--- config.mk ---
export PLATFORM = sky130hd
export DESIGN_NAME = fpu_sched
export DESIGN_NICKNAME = d
export VERILOG_FILES = /design/src/rtl/fpu_sched.sv
export SDC_FILE = /design/constraint.sdc
export NUM_CORES = 1
export LEC_CHECK = 0
export BUFFER_PORTS_ARGS = -buffer_cell sky130_fd_sc_hd__buf_4
export CAP_MARGIN = 20
export CORE_AREA = 10 10 158 160
export DETAILED_ROUTE_END_ITERATION = 8
export DIE_AREA = 0 0 168 170
export GPL_TIMING_DRIVEN = 0
export PLACE_DENSITY = 0.58
export SLEW_MARGIN = 20
export SYNTH_ARGS = -nofsm -noshare
export SYNTH_HDL_FRONTEND = slang
export SYNTH_SLANG_ARGS = --single-unit
--- constraint.sdc ---
create_clock -name clk -period 3.71 [get_ports clk]
set_clock_uncertainty 0.05 [all_clocks]
set_input_delay 0.9275 -clock clk [delete_from_list [all_inputs] [get_ports clk]]
set_output_delay 0.9275 -clock clk [all_outputs]
set_load 0.03 [all_outputs]
--- src/rtl/fpu_sched.sv ---
// ---------------------------------------------------------------------------
// fpu_sched
//   Round-robin scheduler that shares a single multi-cycle FPU between NREQ
//   requesters. One operation is in flight at a time:
//     IDLE  -> grant the next valid requester after the last grant, latch its
//              funct/a/b onto the FPU operand registers
//     ISSUE -> one-cycle fpu_start pulse
//     WAIT  -> wait for fpu_finish (or the optional watchdog), capture result
//     RESP  -> one-cycle rsp_valid to the granted requester, count completion
//
// Parameters
//   NREQ     number of requesters (2..8)
//   TIMEOUT  watchdog limit in WAIT cycles (only with FPU_SCHED_TIMEOUT_EN)
//
// Configuration macro
//   FPU_SCHED_TIMEOUT_EN  enables the WAIT watchdog; on expiry the response
//                         is qNaN (32'h7FC00000) with rsp_err = 1.
//
// Ports
//   clk, reset                 rising-edge clock, synchronous active-high reset
//   req_valid[NREQ]            per-requester request valid
//   req_funct[2*NREQ]          packed funct, requester i at [2i+1:2i]
//   req_a/req_b[32*NREQ]       packed operands, requester i at [32i+31:32i]
//   req_ready[NREQ]            one-hot acceptance (combinational, IDLE only)
//   rsp_valid[NREQ]            one-hot one-cycle result strobe
//   rsp_o[32], rsp_err         result and timeout flag
//   busy                       high in any state but IDLE
//   fpu_funct/fpu_a/fpu_b      operands to the FPU, stable ISSUE..RESP
//   fpu_start                  one-cycle issue pulse
//   fpu_o, fpu_finish          FPU result and completion (sampled in WAIT)
//   done_count[16]             completed operations, wrapping
// ---------------------------------------------------------------------------
module fpu_sched #(
    parameter int NREQ    = 4,
    parameter int TIMEOUT = 64
) (
    input  logic                 clk,
    input  logic                 reset,
    input  logic [NREQ-1:0]      req_valid,
    input  logic [2*NREQ-1:0]    req_funct,
    input  logic [32*NREQ-1:0]   req_a,
    input  logic [32*NREQ-1:0]   req_b,
    output logic [NREQ-1:0]      req_ready,
    output logic [NREQ-1:0]      rsp_valid,
    output logic [31:0]          rsp_o,
    output logic                 rsp_err,
    output logic                 busy,
    output logic [1:0]           fpu_funct,
    output logic [31:0]          fpu_a,
    output logic [31:0]          fpu_b,
    output logic                 fpu_start,
    input  logic [31:0]          fpu_o,
    input  logic                 fpu_finish,
    output logic [15:0]          done_count
);

    localparam int          PW   = (NREQ > 1) ? $clog2(NREQ) : 1;
    localparam int unsigned NR   = NREQ;
    localparam logic [31:0] QNAN = 32'h7FC0_0000;

    typedef enum logic [1:0] {
        S_IDLE,
        S_ISSUE,
        S_WAIT,
        S_RESP
    } state_t;

    state_t          r_state;
    state_t          w_state_nxt;
    logic [PW-1:0]   r_ptr;
    logic [1:0]      r_funct;
    logic [31:0]     r_a;
    logic [31:0]     r_b;
    logic [31:0]     r_rsp;
    logic [15:0]     r_done;

    logic            w_found;
    logic [PW-1:0]   w_gidx;
    logic            w_timeout;

    // Round-robin search starting just after the last grant.
    always_comb begin
        logic [PW-1:0] cand;
        w_found = 1'b0;
        w_gidx  = '0;
        cand    = '0;
        for (int unsigned k = 1; k <= NR; k++) begin
            cand = PW'((32'(r_ptr) + k) % NR);
            if (!w_found && req_valid[cand]) begin
                w_found = 1'b1;
                w_gidx  = cand;
            end
        end
    end

`ifdef FPU_SCHED_TIMEOUT_EN
    localparam int CW = ($clog2(TIMEOUT + 1) > 8) ? $clog2(TIMEOUT + 1) : 8;

    logic [CW-1:0] r_wcnt;
    logic          r_err;

    // Counter is cleared while in ISSUE so it reads 0 on the first WAIT
    // cycle; the TIMEOUT-th WAIT cycle sees TIMEOUT-1.
    always_ff @(posedge clk) begin
        if (reset) begin
            r_wcnt <= '0;
            r_err  <= 1'b0;
        end else begin
            if (r_state == S_ISSUE) begin
                r_wcnt <= '0;
            end else if (r_state == S_WAIT) begin
                r_wcnt <= r_wcnt + 1'b1;
            end
            if (r_state == S_WAIT) begin
                if (fpu_finish) begin
                    r_err <= 1'b0;
                end else if (w_timeout) begin
                    r_err <= 1'b1;
                end
            end
        end
    end

    assign w_timeout = (r_state == S_WAIT) && (r_wcnt == CW'(TIMEOUT - 1));
    assign rsp_err   = r_err && (r_state == S_RESP);
`else
    assign w_timeout = 1'b0;
    assign rsp_err   = 1'b0;

    // TIMEOUT only shapes the watchdog; keep it referenced in this build.
    if (TIMEOUT < 1) begin : g_timeout_unused
    end
`endif

    always_ff @(posedge clk) begin
        if (reset) begin
            r_state <= S_IDLE;
            r_ptr   <= PW'(NREQ - 1);
            r_funct <= '0;
            r_a     <= '0;
            r_b     <= '0;
            r_rsp   <= '0;
            r_done  <= '0;
        end else begin
            r_state <= w_state_nxt;
            case (r_state)
                S_IDLE: begin
                    if (w_found) begin
                        r_ptr   <= w_gidx;
                        r_funct <= req_funct[2*w_gidx +: 2];
                        r_a     <= req_a[32*w_gidx +: 32];
                        r_b     <= req_b[32*w_gidx +: 32];
                    end
                end
                S_WAIT: begin
                    // A finish coinciding with the watchdog wins.
                    if (fpu_finish) begin
                        r_rsp <= fpu_o;
                    end else if (w_timeout) begin
                        r_rsp <= QNAN;
                    end
                end
                S_RESP: begin
                    r_done <= r_done + 16'd1;
                end
                default: ;
            endcase
        end
    end

    always_comb begin
        w_state_nxt = r_state;
        case (r_state)
            S_IDLE:  if (w_found) w_state_nxt = S_ISSUE;
            S_ISSUE: w_state_nxt = S_WAIT;
            S_WAIT:  if (fpu_finish || w_timeout) w_state_nxt = S_RESP;
            S_RESP:  w_state_nxt = S_IDLE;
            default: w_state_nxt = S_IDLE;
        endcase
    end

    always_comb begin
        req_ready = '0;
        rsp_valid = '0;
        if (r_state == S_IDLE && w_found) begin
            req_ready[w_gidx] = 1'b1;
        end
        if (r_state == S_RESP) begin
            rsp_valid[r_ptr] = 1'b1;
        end
    end

    assign fpu_start  = (r_state == S_ISSUE);
    assign busy       = (r_state != S_IDLE);
    assign fpu_funct  = r_funct;
    assign fpu_a      = r_a;
    assign fpu_b      = r_b;
    assign rsp_o      = r_rsp;
    assign done_count = r_done;

endmodule
Yosys cells after proc, flatten, opt, wreduce, memory -nomap -nowiden --
Cells that the tools add are included.
Operators by class: shift-type cells 3, reduce and logical (&&, ||, !) cells 14, divide/modulo/power cells 0, add/sub/neg operators 5, bitwise operators 0, order comparisons 8, eq/ne operators 5, multipliers 0, muxes and demuxes 25
Operators with widths (count):
- indexed part select 128 x 8 -> 32 bit | 2
- less-than comparator 2 x 3 -> 1 bit, second input constant | 6
- adder 16 x 1 -> 16 bit, second input constant | 1
- two-way mux 2 bit | 6
- two-way mux 1 bit | 10
- binary-select mux 1 bit (select 2 bit) | 4
- two-way mux 4 bit | 2
- one-hot mux 2 bit (4 select lines) | 1
- indexed part select 8 x 4 -> 2 bit | 1
- logical AND 1 bit | 6
- AND reduction 2 bit | 3
- adder 2 x 1 -> 2 bit, second input constant | 2
- adder 2 bit, second input constant | 2
- demux 1 bit (select 2 bit) | 2
- == test 2 bit, second input constant | 2
- >= comparator 2 x 1 -> 1 bit, second input constant | 2
- != test 2 bit, second input constant | 2
- zero test 1 bit | 3
- == test 2 x 1 -> 1 bit, second input constant | 1
- zero test 2 bit | 1
- nonzero test 2 bit | 1
Word-level totals: memories 0, latch bits 0, register bits after elaboration 118, bits in read-only memories 0, output and inout bits 125, word-level logic and storage cells 67, RAM bits 0

Longest topological paths before layout --
depth after elaboration 18, mapped depth 12

Least setup slack after synthesis --
Ideal clock, no wire load.
kind input -> output, start point in req_valid[1], end point out req_ready[0], setup slack 0.149 ns, arrival 2.583 ns, buffers on the path 1, cell stages on the path 7, cells stage by stage buf_2 mux4_2 o21ai_2 o21ai_1 o32a_1 nand2b_1 nor2_1
Between the ends: longest elaborated chain between the ends 17, elaborated cells between the ends (all ways) 29, classes of those cells order compare: 2; mux: 19; reduce/logical: 8
RTL lines:
- from (decl) | RTL line 39 | input logic [NREQ-1:0] req_valid,
- binary-select mux 1 bit (select 2 bit) | RTL line 89 | if (!w_found && req_valid[cand]) begin
- two-way mux 1 bit (implied by the code) | RTL line 89
- two-way mux 1 bit | RTL line 89
- zero test 1 bit | RTL line 89
- logical AND 1 bit | RTL line 89
- two-way mux 1 bit | RTL line 89
- zero test 1 bit | RTL line 89
- logical AND 1 bit | RTL line 89
- two-way mux 1 bit | RTL line 89
- zero test 1 bit | RTL line 89
- logical AND 1 bit | RTL line 89
- two-way mux 2 bit | RTL line 89
- less-than comparator 2 x 3 -> 1 bit (implied by the code) / >= comparator 2 x 1 -> 1 bit (equally long branches) | RTL line 186 | req_ready[w_gidx] = 1'b1;
- logical AND 1 bit (implied by the code) | RTL line 186
- two-way mux 1 bit (implied by the code) | RTL line 186
- demux 1 bit (select 2 bit) | RTL line 186
- two-way mux 4 bit * | RTL line 185 | if (r_state == S_IDLE && w_found) begin
- to (decl) | RTL line 43 | output logic [NREQ-1:0] req_ready,
Every way passes the cells marked *; elsewhere a longest branch is shown, timed or not. The select of a mux whose other input is x is not followed.

Final worst setup path --
start point reg r_ptr[0], end point out req_ready[1]
Between the ends: longest elaborated chain between the ends 18, elaborated cells between the ends (all ways) 33, classes of those cells add/sub: 4; order compare: 2; mux: 19; reduce/logical: 8
RTL lines:
- from (decl) | RTL line 70 | logic [PW-1:0] r_ptr;
- from (signal assigned) | RTL line 138 | r_ptr <= PW'(NREQ - 1);
- from (signal assigned) | RTL line 149 | r_ptr <= w_gidx;
- adder 2 x 1 -> 2 bit | RTL line 88 | cand = PW'((32'(r_ptr) + k) % NR);
- binary-select mux 1 bit (select 2 bit) | RTL line 89
- two-way mux 1 bit (implied by the code) | RTL line 89
- two-way mux 1 bit | RTL line 89
- zero test 1 bit | RTL line 89
- logical AND 1 bit | RTL line 89
- two-way mux 1 bit | RTL line 89
- zero test 1 bit | RTL line 89
- [2 not listed]
- zero test 1 bit | RTL line 89
- logical AND 1 bit | RTL line 89
- two-way mux 2 bit | RTL line 89
- less-than comparator 2 x 3 -> 1 bit (implied by the code) / >= comparator 2 x 1 -> 1 bit (equally long branches) | RTL line 186
- logical AND 1 bit (implied by the code) | RTL line 186
- two-way mux 1 bit (implied by the code) | RTL line 186
- demux 1 bit (select 2 bit) | RTL line 186
- two-way mux 4 bit * | RTL line 185
Marks and branches as above.

==> out/results.txt <==
The run finished with clean final reports. TritonCTS built the clock tree. The worst setup path is launched from a register.

After detailed placement, the total cell area comes to 0.01000 sq mm. Walking the worst path, the cells encountered are clkinvlp_4 -> ha_4 -> buf_6 -> mux4_2 -> o21ai_2 -> o21ai_1 -> o32a_1 -> nand2b_4 -> nor2_1 -> buf_4. The H-tree was split into 4 levels. Based on the critical path, the design can be clocked at up to 0.2817 GHz. The largest total area in the synthesized netlist belongs to sky130_fd_sc_hd__dfxtp_1. The tools report the global-route total usage across every layer as 0.1932.

Including well taps, the total number of placed cells is 1373. The congestion estimate from routability-driven global placement came to 0.8117. Final routed DRC violation total: 0.

The slack of the worst reg-to-reg path is 0.47 ns. The final worst-path cycle share is 0.9568, and the starting utilization of the core area is 0.2990. The synthesized netlist occupies a cell area of 0.006485 sq mm. The area growth from synthesis to layout is 64.46%. In this run, synthesis produced a sequential element count of 118. In the final design database the tool counted 1429 nets. Setup repair after global routing left no endpoint under its margin. The mean number of vias per cell is 4.712, and the top-level port count is 428. The number of design-rule violations left by the first detailed-router iteration is 277, and the number of enable flip-flop cells after synthesis is 0. The floorplan has 54 rows. The die width is 168 um, and the endpoint arrival time on the critical path is 2.57 ns. The number of clock buffers added by TritonCTS is 17. The floorplan step defined a die boundary enclosing 0.02856 sq mm. In the post-synthesis netlist, the biggest area contributors are sky130_fd_sc_hd__dfxtp_1 36%, sky130_fd_sc_hd__mux2i_1 22%, sky130_fd_sc_hd__o221ai_2 9.3%.

Slowest library cell on the worst path: sky130_fd_sc_hd__dfxtp_4. Synthesis produced a netlist whose cell count is 671. IR analysis of the VDD net gives a maximum drop of 0.3008 mV. The tools report the sequential element share of the synthesized area as 0.3643.

The tightest min-delay check is of the register to register type. Counting every sink on the clock net gives 118. The relative slew slack is 0.6230, and the number of buffer cells added on primary ports is 422. The tools report the required time of the worst setup path as 2.73 ns.

The static leakage was 5.256 nW. The top cell type's share of synthesized area was 0.3643; the max-capacitance violation count was 0. The first global-routing pass estimated 42810 um of wire. Power spread over the standard cell area amounts to 685.5 mW/mm^2.

After routing the design area is 0.01067 sq mm. Counting distinct cell types in the post-synthesis netlist gives 42. In the final routed layout, each cell accounts on average for 20.95 um. The pre-antenna-repair detailed-routing pass consisted of 4 iterations.

The core region is 0.02169 sq mm. Detailed placement finished with a half-perimeter wire length of 24600 um. The tools report the clock network latency to the later pin of the worst-skew pair as 0.41 ns.

For the via count of the first global-routing pass, the log shows 6983. Entering global routing, the biggest net connects 17 pins. The type of the worst setup path is register to output pin. The final number of hold-violating endpoints is 0. The final setup violation count was 0; the final cell utilization of the core was 0.4918. The detail route stage leaves a number of antenna-violating nets equal to 0. The share of post-route cells with drive strength above 1 works out to 0.4827. The clock root buffer master is sky130_fd_sc_hd__clkbuf_16. Each instance of the synthesized netlist takes up on average 9.665 sq um.

The logs give 0 for the number of max-slew violations in the final report and 1410 for the number of cells in the finished layout apart from fillers. The largest stage delay on the critical path is 0.36 ns, and the maximum fanout along the worst path is 10. The actual slew at the worst max-slew pin was 0.5655 ns; the filler cell count in the final layout was 2164.

For the count of yosys warnings during synthesis, the log shows 0. When the netlist entered floorplanning its net count stood at 984. The routed layout has 6644 vias. In the synthesized netlist the dominant register cell turns out to be sky130_fd_sc_hd__dfxtp_1.

The share of flip-flops with an asynchronous set or reset was 0; the height of the chip was 170 um. Adding up every negative setup slack in the final design gives 0 ns. The hold buffer count at cts was 0. For this block, the routed nets add up to 29540 um of wire. The number of antenna violations at the first check in global routing was 0.

The tools report the kind of end point of the critical path as an output pin. Total global routing overflow: 0. In this run the deepest clock path goes through 2 buffers. The final critical delay including setup and external delays was 3.550 ns. After clock tree synthesis, the clock-pin slew on the worst setup and hold paths is 0.06 ns.
==> cell usage in the layout (no fill, tap or decap), drive strengths merged, types with 2 or more instances in the layout <==
cell type,n
buf,459
xor2,9
o31a,2
o21ai,2
nor2,27
nand2,140
and3,3
o31ai,3
or2,2
dfxtp,118
nand3,2
clkbuf,43
and2,5
nand4,5
mux2i,143
clkinvlp,4
xnor2,8
nor2b,2
o21bai,2
clkinv,4
nand2b,4
a21oi,37
ha,10
and4,3
bufinv,2
nor3,3
o221ai,67
inv,10
==> stage by stage <==
stage                     setup slack (ns)  power (mW)  hold WS [ns]
final                               0.1604       7.311        0.4045
after global routing               0.01431       7.712        0.4198
after CTS                          0.01573       7.391        0.4050
after detailed placement           0.08116       5.652        0.3966
after global placement             0.05699       5.643        0.3936
after floorplan                     0.1494       4.301        0.4581
==> path summary, 6_finish.rpt <==
| kind | startpoint | depth (start not counted) | end |
|---|---|---|---|
| hold reg to reg | rsp_o[11] | 2 | rsp_o[11] |
| setup reg to reg | r_ptr[0] | 11 | fpu_b[1] |
| hold / removal | rsp_o[11] | 2 | rsp_o[11] |
| setup / recovery | r_ptr[0] | 10 | req_ready[1] |
==> critical path, delay by kind of cell, from the launching register on <==
kind,cells,cell delay [ns]
muxes,1,0.31
DFF,1,0.36
AOI/OAI and AO/OA,3,0.48
and+or+nand+nor,2,0.27
adders and majority gates,1,0.30
buffers and inverters,3,0.44
==> registers in the layout, summed over array words and instances, names as in the netlist <==
name,cells
fpu_funct,2
r_ptr,2
rsp_o,32
fpu_a,32
done_count,16
r_state,2
fpu_b,32
==> cells by family (layout without fill, tap and decap cells) <==
kind of cell    Yosys count  in the layout  share of synthesized area
simple gates            199            199                     0.1300
mux                     145            145                     0.2265
flops                   118            118                     0.3643
compound gates          117            117                     0.1748
buf+inv                  64            522                    0.06155
xor+xnor                 17             17                    0.02296
fa+ha+maj                10             10                    0.01929
other cells               1              2                  0.0005783
==> cell type report <==
class	instances	area (sq um)	area share
Clock inverter	13	145.1	0.01361
Buffer	57	372.9	0.03496
Antenna cell	1	2.502	0.0002346
Tap cell	280	350.3	0.03285
Multi-Input combinational cell	489	3744	0.3510
Clock buffer	19	452.9	0.04247
Sequential cell	118	2370	0.2222
Inverter	7	30.03	0.002816
Timing Repair Buffer	426	3198	0.2999
==> where the power goes <==
group	total (mW)	internal [mW]	switching [mW]
Sequential	1.73	1.56	0.167
Combinational	3.91	1.68	2.23
Clock	1.67	1.03	0.637
==> routing by layer <==
| metal | wire (um) | vias up | GRT usage | share of wire |
|---|---|---|---|---|
| met2 | 15160 | 268 | 0.3413 | 0.51 |
| li1 | - | 3320 | - | - |
| met5 | 0 | - | 0 | 0 |
| met1 | 11640 | 3037 | 0.2143 | 0.39 |
| met3 | 2384 | 19 | 0.06865 | 0.081 |
| met4 | 353 | 0 | 0.05450 | 0.012 |
==> what timing repair did <==
item / CTS / global route
endpoints found under the setup margin: 4 / 4
setup buffers: 3 / 1
resized for setup: 7 / 1
pin swaps: 1 / 2
==> cells in the mapped netlist (all sizes together), types with 7 or more instances <==
library cell  count
clkbuf           24
a21oi            37
mux2i           143
xor2              9
ha               10
xnor2             8
o221ai           67
buf              33
nand2           140
dfxtp           118
inv               7
nor2             27
Note: power is estimated with default switching activity, not from simulation.
